`src/rtl/rc5_pkg.sv`:
```
// rc5_pkg: shared RC5 types, magic constants and a width-generic left-rotate helper
package rc5_pkg;
  typedef enum logic [2:0] {IDLE, ADDR, READ, MIX_S, MIX_L, WRITE, DONE} state_t;
  localparam logic [15:0] P16 = 16'hB7E1;
  localparam logic [15:0] Q16 = 16'h9E37;
  localparam logic [31:0] P32 = 32'hB7E15163;
  localparam logic [31:0] Q32 = 32'h9E3779B9;
  localparam logic [63:0] P64 = 64'hB7E151628AED2A6B;
  localparam logic [63:0] Q64 = 64'h9E3779B97F4A7C15;
  function automatic logic [63:0] rotl(input logic [63:0] x, input logic [5:0] amt, input int w);
    logic [63:0] m;
    m = (64'd1 << w) - 64'd1;
    return ((x << amt) | ((x & m) >> (w - int'(amt)))) & m;
  endfunction
endpackage

```
`src/rtl/rc5_key_mix_if.sv`:
```
// rc5_key_mix_if: start/status plus S and L RAM ports; master = controller side, slave = rc5_key_mix
interface rc5_key_mix_if #(parameter int W = 32, parameter int TL = 5, parameter int CL = 2);
  logic          start;
  logic [TL-1:0] S_address;
  logic [W-1:0]  S_sub_i;
  logic [W-1:0]  S_sub_i_prima;
  logic          S_we;
  logic [CL-1:0] L_address;
  logic [W-1:0]  L_sub_i;
  logic [W-1:0]  L_sub_i_prima;
  logic          L_we;
  logic          busy;
  logic          done;
  modport master (output start, S_sub_i, L_sub_i,
                  input S_address, S_sub_i_prima, S_we, L_address, L_sub_i_prima, L_we, busy, done);
  modport slave  (input start, S_sub_i, L_sub_i,
                  output S_address, S_sub_i_prima, S_we, L_address, L_sub_i_prima, L_we, busy, done);
endinterface

```
`src/rtl/rc5_rotl.sv`:
```
// rc5_rotl: combinational barrel left-rotate; x rotated left by amt (RW bits) onto y
module rc5_rotl #(
  parameter int W  = 32,
  parameter int RW = $clog2(W)
) (
  input  logic [W-1:0]  x,
  input  logic [RW-1:0] amt,
  output logic [W-1:0]  y
);
  assign y = W'(({x, x} << amt) >> W);
endmodule

```
`src/rtl/rc5_key_mix.sv`:
```
// rc5_key_mix: RC5 key-schedule mixing FSM; ports clk, rst (sync high), bus (start/busy/done, S and L RAM address/read/write/we)
module rc5_key_mix
  import rc5_pkg::*;
#(
  parameter int B = 16,
  parameter int W = 32,
  parameter int R = 12
) (
  input logic          clk,
  input logic          rst,
  rc5_key_mix_if.slave bus
);
  localparam int U = W / 8;
  localparam int C = B / U;
  localparam int T = 2 * R + 2;
  localparam int N = 3 * ((T > C) ? T : C);
  localparam int C_length = $clog2(C);
  localparam int T_length = $clog2(T);
  localparam int N_length = $clog2(N + 1);
  localparam int RW = $clog2(W);
  localparam logic [T_length-1:0] I_LAST = T_length'(T - 1);
  localparam logic [C_length-1:0] J_LAST = C_length'(C - 1);
  localparam logic [N_length-1:0] K_LAST = N_length'(N - 1);
  state_t state, state_n;
  logic [W-1:0] a_r, a_n, b_r, b_n, s_val, s_val_n, l_val, l_val_n;
  logic [W-1:0] s_wd, s_wd_n, l_wd, l_wd_n, ab, rot3, rotv;
  logic [T_length-1:0] i_r, i_n;
  logic [C_length-1:0] j_r, j_n;
  logic [N_length-1:0] k_r, k_n;
  logic s_we, l_we, busy, done;
  assign ab = a_r + b_r;
  rc5_rotl #(.W(W), .RW(RW)) u_rot3 (.x(s_val + ab), .amt(RW'(3)), .y(rot3));
  rc5_rotl #(.W(W), .RW(RW)) u_rotv (.x(l_val + ab), .amt(ab[RW-1:0]), .y(rotv));
  always_comb begin
    state_n = state;
    a_n     = a_r;
    b_n     = b_r;
    i_n     = i_r;
    j_n     = j_r;
    k_n     = k_r;
    s_val_n = s_val;
    l_val_n = l_val;
    s_wd_n  = s_wd;
    l_wd_n  = l_wd;
    unique case (state)
      IDLE, DONE: if (bus.start) begin
        state_n = ADDR;
        a_n     = '0;
        b_n     = '0;
        i_n     = '0;
        j_n     = '0;
        k_n     = '0;
      end
      ADDR: state_n = READ;
      READ: begin
        state_n = MIX_S;
        s_val_n = bus.S_sub_i;
        l_val_n = bus.L_sub_i;
      end
      MIX_S: begin
        state_n = MIX_L;
        a_n     = rot3;
        s_wd_n  = rot3;
      end
      MIX_L: begin
        state_n = WRITE;
        b_n     = rotv;
        l_wd_n  = rotv;
      end
      WRITE: begin
        state_n = (k_r == K_LAST) ? DONE : ADDR;
        k_n     = k_r + 1'b1;
        i_n     = (i_r == I_LAST) ? '0 : i_r + 1'b1;
        j_n     = (j_r == J_LAST) ? '0 : j_r + 1'b1;
      end
      default: state_n = IDLE;
    endcase
  end
  always_ff @(posedge clk) begin
    if (rst) begin
      state <= IDLE;
      a_r   <= '0;
      b_r   <= '0;
      i_r   <= '0;
      j_r   <= '0;
      k_r   <= '0;
      s_val <= '0;
      l_val <= '0;
      s_wd  <= '0;
      l_wd  <= '0;
      s_we  <= 1'b0;
      l_we  <= 1'b0;
      busy  <= 1'b0;
      done  <= 1'b0;
    end else begin
      state <= state_n;
      a_r   <= a_n;
      b_r   <= b_n;
      i_r   <= i_n;
      j_r   <= j_n;
      k_r   <= k_n;
      s_val <= s_val_n;
      l_val <= l_val_n;
      s_wd  <= s_wd_n;
      l_wd  <= l_wd_n;
      s_we  <= state_n == MIX_L;
      l_we  <= state_n == WRITE;
      busy  <= state_n inside {ADDR, READ, MIX_S, MIX_L, WRITE};
      done  <= state_n == DONE;
    end
  end
  assign bus.S_address     = i_r;
  assign bus.L_address     = j_r;
  assign bus.S_sub_i_prima = s_wd;
  assign bus.L_sub_i_prima = l_wd;
  assign bus.S_we          = s_we;
  assign bus.L_we          = l_we;
  assign bus.busy          = busy;
  assign bus.done          = done;
endmodule

```
`src/flat_wrapper.sv`:
```
// flat-port wrapper written by rule: the top's interface ports become plain ports
module rc5_key_mix_flat import rc5_pkg::*;
#(
  parameter int B = 16,
  parameter int W = 32,
  parameter int R = 12
)
  (clk, rst, bus_start, bus_S_sub_i, bus_L_sub_i, bus_S_address, bus_S_sub_i_prima, bus_S_we, bus_L_address, bus_L_sub_i_prima, bus_L_we, bus_busy, bus_done);
  rc5_key_mix_if #(.W(W), .TL(5), .CL(2)) bus_i ();
  input logic clk;
  input logic rst;
  input wire logic [$bits(bus_i.start)-1:0] bus_start;
  input wire logic [$bits(bus_i.S_sub_i)-1:0] bus_S_sub_i;
  input wire logic [$bits(bus_i.L_sub_i)-1:0] bus_L_sub_i;
  output wire logic [$bits(bus_i.S_address)-1:0] bus_S_address;
  output wire logic [$bits(bus_i.S_sub_i_prima)-1:0] bus_S_sub_i_prima;
  output wire logic [$bits(bus_i.S_we)-1:0] bus_S_we;
  output wire logic [$bits(bus_i.L_address)-1:0] bus_L_address;
  output wire logic [$bits(bus_i.L_sub_i_prima)-1:0] bus_L_sub_i_prima;
  output wire logic [$bits(bus_i.L_we)-1:0] bus_L_we;
  output wire logic [$bits(bus_i.busy)-1:0] bus_busy;
  output wire logic [$bits(bus_i.done)-1:0] bus_done;
  assign bus_i.start = bus_start;
  assign bus_i.S_sub_i = bus_S_sub_i;
  assign bus_i.L_sub_i = bus_L_sub_i;
  assign bus_S_address = bus_i.S_address;
  assign bus_S_sub_i_prima = bus_i.S_sub_i_prima;
  assign bus_S_we = bus_i.S_we;
  assign bus_L_address = bus_i.L_address;
  assign bus_L_sub_i_prima = bus_i.L_sub_i_prima;
  assign bus_L_we = bus_i.L_we;
  assign bus_busy = bus_i.busy;
  assign bus_done = bus_i.done;
  rc5_key_mix #(.B(B), .W(W), .R(R)) u_core (.clk(clk), .rst(rst), .bus(bus_i));
endmodule
```
`config.mk`:
```
export PLATFORM = sky130hd
export DESIGN_NAME = rc5_key_mix_flat
export DESIGN_NICKNAME = d
export VERILOG_FILES = /design/src/rtl/rc5_pkg.sv /design/src/rtl/rc5_key_mix_if.sv /design/src/rtl/rc5_rotl.sv /design/src/rtl/rc5_key_mix.sv /design/src/flat_wrapper.sv
export SDC_FILE = /design/constraint.sdc
export NUM_CORES = 1
export LEC_CHECK = 0
export CORE_UTILIZATION = 50
export CTS_BUF_LIST = sky130_fd_sc_hd__clkbuf_16
export DETAILED_ROUTE_END_ITERATION = 12
export PLACE_DENSITY = 0.74
export SLEW_MARGIN = 25
export SYNTH_ARGS = -nofsm -noshare
export SYNTH_HDL_FRONTEND = slang
export SYNTH_SLANG_ARGS = --single-unit
```
`constraint.sdc`:
```
create_clock -name clk -period 8.8 [get_ports clk]
set_input_delay 0.88 -clock clk [delete_from_list [all_inputs] [get_ports clk]]
set_output_delay 0.88 -clock clk [all_outputs]
set_load 0.02 [all_outputs]
```
==> out/metrics.csv <==
stage,metric,value,unit
synthesis,postSynthAreaPerCell,7.56,um^2
synthesis,synth_top_cell_area_share,0.287,
grt,overflow,0,
status,status,"finished, final reports clean",
synthesis,ys_seq_area_frac,0.287,
grt,grt_max_degree,107,
floorplanning,rows,62,
pwr,ir_drop,0.122,mV
floorplanning,die_area,30500,um^2
worst_setup_path,critPathArrivalTime,7680,ps
synthesis,synth_commonest_cells,"nand2_1 (356), a21oi_1 (228), dfxtp_1 (213), nor2_1 (152), ha_1 (102)",
timing,setup_tns,0,ps
timing,fmax,138,MHz
synthesis,synth_top_area_cell,dfxtp_1,
synthesis,synth_area_leaders,"dfxtp_1 (29%), nand2_1 (9.0%), ha_1 (8.6%)",
drt,via_count,15650,
clock_network,numCtsBuffers,25,
grt,track_usage,0.340,
pwr,p_leak,0.00734,uW
synthesis,synth_edf_count,0,
timing,relSlewSlack,0.325,
timing,finalSetupViolations,0,
timing,drv_slew,0,
synthesis,syn_area,14900,um^2
cells_and_area,fin_cells,2458,
synthesis,ys.flop_type,dfxtp_1,
grt,grt_pass1_wl,81600,um
clock_network,cts_sinks,213,
cells_and_area,drive_gt1_frac,0.0516,
synthesis,ys_types,75,
floorplanning,io_pins,142,
place,place_congestion,1.02,
drt,drtAntennaViolNets,0,
timing,post-route-period-util,0.823,
synthesis,async_flop_share,0,
worst_setup_path,critical_path_required,9240,ps
drt,drt-total-wl,52800,um
drt,dr.pass1.iters,7,
synthesis,synth.most_common_cell,nand2_1,
synthesis,netlist_instances,1969,
floorplanning,core_area,29000,um^2
timing,finalHoldViolCount,0,
clock_network,path_clk_slew,70,ps
timing,rsz0062_at_grt,false,
min_path,holdCritPathClass,reg -> reg,
clock_network,insertion_delay,560,ps
drt,drtIter0Drc,1848,
place,io_buffers,141,
worst_setup_path,start_kind,flop,
clock_network,hold_buffers,0,
place,place_inst,2411,
cells_and_area,finalNetCount,2226,
clock_network,cts_setup_buffers,0,
worst_setup_path,cpPeakStageDelay,940,ps
drt,routed_via_density,6.37,
drt,drc_errors,0,
clock_network,htreeDepth,1,
timing,period_minus_slack,7240,ps
cells_and_area,nFillCells,2690,
worst_setup_path,crit_family,compound AO/OA/AOI/OAI gates,
synthesis,synth.net_count,2141,
job,drv_cap,0,
clock_network,max-clock-path-buffers,3,
floorplanning,start_util,0.513,
clock_network,ctsResizeCount,0,
grt,antenna_found_initial,0,
worst_setup_path,cpMaxStageDelayCell,a2111oi_0,
pwr,pwr_density_cell,145,nW/um^2
clock_network,cts_tree,built,
timing,tightestPinTransition,987,ps
clock_network,clock-root-buffer,clkbuf_16,
cells_and_area,area_growth_syn_to_layout,17.4,%
worst_setup_path,end_kind,flop,
floorplanning,die_h,175,um
worst_setup_path,crit_fanout,9,
grt,grt_pass1_vias,14157,
worst_setup_path,cp_num_buf_inv,1,
worst_setup_path,crit_chain,ha_1 -> fa_1 -> a21o_1 -> a21oi_1 -> xnor2_1 -> clkinv_1 -> ha_1 -> and2_1 -> o221ai_1 -> a2111oi_0 -> o31a_1 -> o21ai_0 -> a211oi_2 -> mux2i_1 -> a222oi_1 -> a21oi_1 -> a221o_1,
timing,finalClockSkew,12.1,ps
place,dp_hpwl,40500,um
worst_setup_path,crit_type,reg -> reg,
floorplanning,die_x,175,um
drt,routedWlPerCell,21.5,um
synthesis,synth_seq_cells,213,
synthesis,yosys_warnings,0,
-- tightest hold or removal path, delay by kind of cell (launching register included) --
kind	cells	cell delay [ps]
DFF	1	310
and+or+nand+nor	2	90
-- routing by layer --
layer	routed length, um	share of wire	global-route usage	vias up
met4	1650	0.031	0.104	0
met5	0	0	0	-
met2	21800	0.41	0.502	871
met1	23900	0.45	0.502	7296
li1	-	-	-	7383
met3	5380	0.10	0.0527	100
-- cell usage in the layout (no fill, tap or decap), types with 25 or more instances in the layout --
cell type	synthesis	layout
a211oi_1	41	41
nand2_1	356	356
a21o_1	61	61
inv_1	41	42
ha_1	102	102
mux2i_1	26	26
a21oi_1	228	228
nand3_1	51	51
o21ai_0	76	76
nor2_1	152	148
xnor2_1	58	57
clkbuf_16	0	25
o211ai_1	28	28
clkdlybuf4s50_1	0	140
dfxtp_1	213	213
nor3_1	45	44
-- stage by stage --
stage	area [um^2]	total power, uW	setup WS, ps	hold slack [ps]	utilization
6_report	17500	2540	1560	442	0.602
5_1_grt	17500	2620	1270	468	0.602
4_1_cts	17500	2540	1870	445	0.602
3_5_place_dp	16500	1360	1910	434	0.570
3_3_place_gp	16500	1360	1850	429	0.569
2_1_floorplan	14900	1240	3550	420	-
-- flip-flops by register name, summed over array words and instances, names as in the netlist --
name                      count
u_core.bus.done               1
u_core.b_r                   32
u_core.bus.L_sub_i_prima     32
u_core.bus.S_sub_i_prima     32
u_core.s_val                 32
u_core.bus.L_address          2
u_core.state                  3
u_core.bus.L_we               1
u_core.bus.S_address          5
u_core.l_val                 32
u_core.k_r                    7
u_core.a_r                   32
u_core.bus.busy               1
u_core.bus.S_we               1
-- cell families after synthesis --
kind of cell,after synthesis,share of synthesized area
and+or+nand+nor,740,0.219
AOI/OAI and AO/OA,648,0.289
DFF,213,0.287
buffers and inverters,145,0.0387
adders and majority gates,105,0.0898
xor gates and xnor gates,80,0.0471
muxes,38,0.0296
-- final timing paths --
| path | from | endpoint | slack, ps | cells past startpoint |
|---|---|---|---|---|
| hold / removal | u_core.bus.L_sub_i_prima[17] | u_core.bus.L_sub_i_prima[17] | 440 | 2 |
| hold reg to reg | u_core.bus.L_sub_i_prima[17] | u_core.bus.L_sub_i_prima[17] | 440 | 2 |
| setup reg to reg | u_core.b_r[0] | u_core.bus.L_sub_i_prima[12] | 1560 | 17 |
| setup / recovery | u_core.b_r[0] | u_core.bus.L_sub_i_prima[12] | 1560 | 17 |
-- power by group --
part | total [uW] | switching (uW) | leakage (uW) | internal [uW]
Combinational | 333 | 212 | 0.00517 | 121
Sequential | 1010 | 24.8 | 0.00172 | 990
Clock | 1190 | 458 | 0.000458 | 730
-- layout make-up --
cell class	count	area, um^2	area share
diodes	1	2.50	0.000143
clock buffers	25	626	0.0358
clock inverters	21	308	0.0176
inverters	44	165	0.00945
multi-input cells	1611	10100	0.577
flip-flops and latches	213	4260	0.244
well taps	384	480	0.0275
repair buffers	159	1550	0.0886
Power figures use the tool's default switching activity.
